[src/rtl/axi_read_arbiter.sv]
`default_nettype none
// ============================================================================
// Module   : axi_read_arbiter
// Purpose  : Shares one AXI read channel (AR/R) between the instruction-fetch
//            unit (I) and the load unit (D). One burst is in flight at a time.
//            Arbitration is round-robin. R beats are forwarded combinationally
//            to the requester that owns the burst.
// Ports    : clk, reset          - clock, synchronous active-high reset
//            i_req_*, d_req_*    - burst request handshake (valid/ready/addr/len)
//            i_r*, d_r*          - forwarded read beats (valid/data/last)
//            m_axi_ar*           - AXI read-address channel (manager side)
//            m_axi_r*            - AXI read-data channel (manager side)
//            busy                - high whenever a burst is being serviced
//            proto_err           - sticky flag for R-channel protocol violations
// Revision : 1.0 - initial release
// ============================================================================
module axi_read_arbiter #(
    parameter int ID_WIDTH   = 13,
    parameter int ADDR_WIDTH = 64,
    parameter int DATA_WIDTH = 64
) (
    input  logic                  clk,
    input  logic                  reset,

    input  logic                  i_req_valid,
    output logic                  i_req_ready,
    input  logic [ADDR_WIDTH-1:0] i_req_addr,
    input  logic [7:0]            i_req_len,
    output logic                  i_rvalid,
    output logic [DATA_WIDTH-1:0] i_rdata,
    output logic                  i_rlast,

    input  logic                  d_req_valid,
    output logic                  d_req_ready,
    input  logic [ADDR_WIDTH-1:0] d_req_addr,
    input  logic [7:0]            d_req_len,
    output logic                  d_rvalid,
    output logic [DATA_WIDTH-1:0] d_rdata,
    output logic                  d_rlast,

    output logic [ID_WIDTH-1:0]   m_axi_arid,
    output logic [ADDR_WIDTH-1:0] m_axi_araddr,
    output logic [7:0]            m_axi_arlen,
    output logic [2:0]            m_axi_arsize,
    output logic [1:0]            m_axi_arburst,
    output logic                  m_axi_arlock,
    output logic [3:0]            m_axi_arcache,
    output logic [2:0]            m_axi_arprot,
    output logic                  m_axi_arvalid,
    input  logic                  m_axi_arready,

    input  logic [ID_WIDTH-1:0]   m_axi_rid,
    input  logic [DATA_WIDTH-1:0] m_axi_rdata,
    input  logic [1:0]            m_axi_rresp,
    input  logic                  m_axi_rlast,
    input  logic                  m_axi_rvalid,
    output logic                  m_axi_rready,

    output logic                  busy,
    output logic                  proto_err
);

    // Owner encoding doubles as the AXI ID LSB.
    localparam logic C_OWNER_I = 1'b0;
    localparam logic C_OWNER_D = 1'b1;

    typedef enum logic [1:0] {
        ST_IDLE = 2'd0,
        ST_ADDR = 2'd1,
        ST_DATA = 2'd2
    } state_t;

    state_t                state_q,      state_d;
    logic                  owner_q,      owner_d;
    logic                  last_grant_q, last_grant_d;
    logic [ADDR_WIDTH-1:0] addr_q,       addr_d;
    logic [7:0]            len_q,        len_d;
    logic [7:0]            beat_cnt_q,   beat_cnt_d;
    logic                  arvalid_q,    arvalid_d;
    logic                  rready_q,     rready_d;
    logic                  busy_q,       busy_d;
    logic                  proto_err_q,  proto_err_d;

    logic w_idle;
    logic w_pick_d;
    logic w_beat;
    logic w_beat_err;

    assign w_idle = (state_q == ST_IDLE);

    // D wins when it is the only requester, or on a tie when I was served last.
    assign w_pick_d = d_req_valid && (!i_req_valid || (last_grant_q == C_OWNER_I));

    // rready_q is high exactly in DATA, so this is an accepted beat.
    assign w_beat = rready_q && m_axi_rvalid;

    // The beat counter holds the index of the current beat, so a well-formed
    // burst shows rlast exactly when the index reaches the programmed len.
    assign w_beat_err = (m_axi_rid != m_axi_arid)
                     || (m_axi_rresp != 2'b00)
                     || (m_axi_rlast && (beat_cnt_q != len_q))
                     || (!m_axi_rlast && (beat_cnt_q == len_q));

    always_comb begin
        state_d      = state_q;
        owner_d      = owner_q;
        last_grant_d = last_grant_q;
        addr_d       = addr_q;
        len_d        = len_q;
        beat_cnt_d   = beat_cnt_q;
        arvalid_d    = arvalid_q;
        rready_d     = rready_q;
        busy_d       = busy_q;
        proto_err_d  = proto_err_q;

        case (state_q)
            ST_IDLE: begin
                if (i_req_valid || d_req_valid) begin
                    owner_d   = w_pick_d ? C_OWNER_D : C_OWNER_I;
                    addr_d    = w_pick_d ? d_req_addr : i_req_addr;
                    len_d     = w_pick_d ? d_req_len  : i_req_len;
                    state_d   = ST_ADDR;
                    arvalid_d = 1'b1;
                    busy_d    = 1'b1;
                end
            end
            ST_ADDR: begin
                if (m_axi_arready) begin
                    state_d   = ST_DATA;
                    arvalid_d = 1'b0;
                    rready_d  = 1'b1;
                end
            end
            ST_DATA: begin
                if (w_beat) begin
                    beat_cnt_d = beat_cnt_q + 8'd1;
                    if (w_beat_err) begin
                        proto_err_d = 1'b1;
                    end
                    // Only rlast closes a burst, even a malformed one.
                    if (m_axi_rlast) begin
                        state_d      = ST_IDLE;
                        rready_d     = 1'b0;
                        busy_d       = 1'b0;
                        last_grant_d = owner_q;
                        beat_cnt_d   = 8'd0;
                    end
                end
            end
            default: begin
                state_d   = ST_IDLE;
                arvalid_d = 1'b0;
                rready_d  = 1'b0;
                busy_d    = 1'b0;
            end
        endcase
    end

    always_ff @(posedge clk) begin
        if (reset) begin
            state_q      <= ST_IDLE;
            owner_q      <= C_OWNER_I;
            last_grant_q <= C_OWNER_D;
            addr_q       <= '0;
            len_q        <= 8'd0;
            beat_cnt_q   <= 8'd0;
            arvalid_q    <= 1'b0;
            rready_q     <= 1'b0;
            busy_q       <= 1'b0;
            proto_err_q  <= 1'b0;
        end else begin
            state_q      <= state_d;
            owner_q      <= owner_d;
            last_grant_q <= last_grant_d;
            addr_q       <= addr_d;
            len_q        <= len_d;
            beat_cnt_q   <= beat_cnt_d;
            arvalid_q    <= arvalid_d;
            rready_q     <= rready_d;
            busy_q       <= busy_d;
            proto_err_q  <= proto_err_d;
        end
    end

    // Request handshake: only the winner sees ready, and only while idle.
    assign i_req_ready = w_idle && i_req_valid && !w_pick_d;
    assign d_req_ready = w_idle && w_pick_d;

    // AR channel driven from registered burst fields.
    assign m_axi_arid    = {{(ID_WIDTH-1){1'b0}}, owner_q};
    assign m_axi_araddr  = addr_q;
    assign m_axi_arlen   = len_q;
    assign m_axi_arsize  = 3'b011;
    assign m_axi_arburst = (owner_q == C_OWNER_D) ? 2'b01 : 2'b10;
    assign m_axi_arlock  = 1'b0;
    assign m_axi_arcache = 4'b0011;
    assign m_axi_arprot  = (owner_q == C_OWNER_D) ? 3'b000 : 3'b100;
    assign m_axi_arvalid = arvalid_q;

    assign m_axi_rready = rready_q;

    // R beats steered to the owner; the other requester never sees a beat.
    assign i_rvalid = w_beat && (owner_q == C_OWNER_I);
    assign d_rvalid = w_beat && (owner_q == C_OWNER_D);
    assign i_rdata  = m_axi_rdata;
    assign d_rdata  = m_axi_rdata;
    assign i_rlast  = i_rvalid && m_axi_rlast;
    assign d_rlast  = d_rvalid && m_axi_rlast;

    assign busy      = busy_q;
    assign proto_err = proto_err_q;

endmodule
`default_nettype wire

[config.mk]
export PLATFORM = sky130hd
export DESIGN_NAME = axi_read_arbiter
export DESIGN_NICKNAME = d
export VERILOG_FILES = /design/src/rtl/axi_read_arbiter.sv
export SDC_FILE = /design/constraint.sdc
export NUM_CORES = 1
export LEC_CHECK = 0
export ABC_AREA = 1
export CAP_MARGIN = 15
export CORE_AREA = 2 2 183 185
export DETAILED_ROUTE_END_ITERATION = 10
export DIE_AREA = 0 0 185 187
export PLACE_DENSITY = 0.54
export SLEW_MARGIN = 30
export SYNTH_ARGS = -nofsm -noshare
export SYNTH_HDL_FRONTEND = slang
export SYNTH_SLANG_ARGS = --single-unit
[constraint.sdc]
create_clock -name clk -period 1.2 [get_ports clk]
set_clock_uncertainty 0.05 [all_clocks]
set_input_delay 0.18 -clock clk [delete_from_list [all_inputs] [get_ports clk]]
set_output_delay 0.18 -clock clk [all_outputs]
set_load 0.02 [all_outputs]
==> reports/metrics.yaml <==
outcome: "finished, violations left"
violations: "negative setup slack"
synth_seq_area_share: 0.340
vias: 5286
ys_ff_latch: 88
ff2ff_path_depth: 9
cp.arrival_ns: 1.76
final_cells: 1358
fp.dieH_um: 187
end_kind: "flop"
fmaxAchievable_ghz: 0.650
path_clk_slew_ns: 0.07
maxSlewViolCount: 0
cts_hold_buf: 0
routed-wl-met3_mm: 1.80
row_count: 67
place_inst: 1310
grt_antenna_before_repair: 0
start_util: 0.158
cpLargestDelayFamily: "buffers and inverters"
syn_area_sq_um: 5180
ys_types: 27
grt_remaining_overflow: 0
cp_slowest_cell: "dfxtp_2"
io_buffers: 251
dp_hpwl_mm: 13.8
die_area_sq_um: 34600
core_sq_um: 32900
drive_gt1_frac: 0.353
period_needed_ns: 1.54
r2r_slack_ns: -0.34
final_common_cell: "nand2_1"
fin_crit_sh: 1.28
cts_tree: "done"
path_common_cell: "buf_6"
rr_endpoint: "m_axi_arlen[3]"
fin_ws_ns: -0.339
most-common-layout-cells: "194 x nand2_1, 162 x clkdlybuf4s50_1, 72 x a31oi_1"
whs_path_depth: 0
drt-initial-drc-count: 179
drv_cap: 0
finalHoldViolations: 0
ant_nets: 0
grt_max_degree: 42
start_kind: "flop"
crit_fanout: 8
fill_cells: 3611
crit_buf_inv: 5
crit_path_start: "state_q[0]"
worst_ep_required_time_ns: 1.42
drcViolationCount: 0
netlist_instances: 724
num_antenna_cells: 0
slowest_delay_ns: 0.34
routed_via_density: 3.89
critPathCapture: "m_axi_arlen[3]"
crit_chain: "nor2_4, inv_2, buf_6, a21oi_4, buf_6, buf_12, buf_16, o21ai_2, a31oi_1"
wl_met2_mm: 9.61
ir_drop_uv: 593
synth_warnings: 0
power_density_nw_per_um2: 1260
final-seq-area_sq_um: 1790
wirelength_mm: 20.5
path_depth: 9
gp_congestion: 0.770
p_leak_nw: 3.59
synth_area_per_cell_sq_um: 7.16
wl_met1_mm: 8.25
post_drt_wl_per_cell_um: 15.1
rsz0062_at_grt: "yes"
postLayoutCellArea_sq_um: 8600
grt_pass1_vias: 5240
crit_type: "reg2reg"
highest_layer: "met4"
setup_viol: 96
grt_usage: 0.116
clk_latency_ns: 0.35
rr_startpoint: "state_q[0]"
clock_sinks: 88
ios: 466
area_growth_pct: 65.8
die_x_um: 185
grt_pass1_wl_mm: 30.2
clockBufferDepth: 2
numCtsBuffers: 9
cts_root_buf: "clkbuf_16"
fin_nets: 1136
multiInputGateArea_sq_um: 2470
drt_pass1_iterations: 4
h-tree-depth: 3
hold_class: "in2out"
post_dp_cell_area_sq_um: 7530
## layer usage
layer  global-route usage  vias up
met4               0.0583        0
li1                     -     2583
met5                    0        -
met2                0.193      247
met1                0.132     2405
met3               0.0405       51
## cell usage after synthesis (all sizes together)
library cell | count | share of area
nand2 | 202 | 0.15
buf | 177 | 0.25
dfxtp | 88 | 0.34
o21ai | 75 | 0.072
a31oi | 73 | 0.088
nor2 | 28 | 0.021
inv | 27 | 0.020
clkbuf | 16 | 0.012
a21oi | 10 | 0.010
nor3 | 7 | 0.0068
nand3 | 6 | 0.0058
nand4 | 3 | 0.0036
nor3b | 3 | 0.0063
xnor2 | 3 | 0.0051
conb | 2 | 0.0014
a211oi | 1 | 0.0014
ha | 1 | 0.0024
o21a | 1 | 0.0014
xor2 | 1 | 0.0017
## logic make-up after synthesis
family	count (synthesis)	synth area share
xor+xnor	4	0.00676
compound gates	160	0.174
buf+inv	220	0.285
fa+ha+maj	1	0.00241
other cells	2	0.00145
flops	88	0.340
simple gates	249	0.190
## worst min-delay path by stage
stage                          startpoint            to  slack (ns)
after detailed placement  m_axi_rdata[33]   d_rdata[33]        0.31
after floorplan             m_axi_arready  m_axi_rready        0.29
after CTS                 m_axi_rdata[33]   d_rdata[33]        0.31
final                     m_axi_rdata[16]   d_rdata[16]        0.31
after global routing      m_axi_rdata[19]   d_rdata[19]        0.31
after global placement    m_axi_rdata[33]   d_rdata[33]        0.31
## cell type report
class	count	area share
multi-input combinational	436	0.287
clock buffer	12	0.0298
inverter	27	0.0130
sequential	88	0.208
clock inverter	4	0.00873
timing repair buffer	343	0.388
tap	448	0.0652
## what timing repair did
action	4_1_cts	5_1_grt
endpoints found under the setup margin	167	104
buffers inserted	16	8
pin swaps	25	25
gates resized for setup	482	64
cloned	12	1
## sequential cells by signal, indices dropped and copies added (netlist names)
name and count:
beat_cnt_q 8, busy 1, last_grant_q 1, m_axi_araddr 64, m_axi_arlen 8, m_axi_arvalid 1
m_axi_rready 1, owner_q 1, proto_err 1, state_q 2
## worst reg2reg max path, delay by kind of cell (launching register included)
kind,cells,cell delay [ns]
buf+inv,5,0.62
simple gates,1,0.11
compound gates,3,0.35
flops,1,0.34
## where the power goes
part / internal (mW) / switching, mW / total (mW)
Combinational: 2.00 / 2.01 / 4.01
Clock: 1.95 / 1.28 / 3.23
Sequential: 3.30 / 0.274 / 3.58
## metrics by stage
step | utilization | power, mW | worst slack [ns] | TNS (ns) | hold slack [ns]
detailed placement | 0.229 | 6.86 | -0.836 | -60.80 | 0.310
floorplan | - | 5.77 | -0.0521 | -0.0708 | 0.289
global placement | 0.229 | 6.86 | -0.853 | -60.51 | 0.310
CTS | 0.257 | 11.0 | -0.362 | -26.13 | 0.310
global route | 0.262 | 11.4 | -0.435 | -31.21 | 0.310
finish | 0.262 | 10.8 | -0.339 | -23.96 | 0.310
Power figures use the tool's default switching activity.
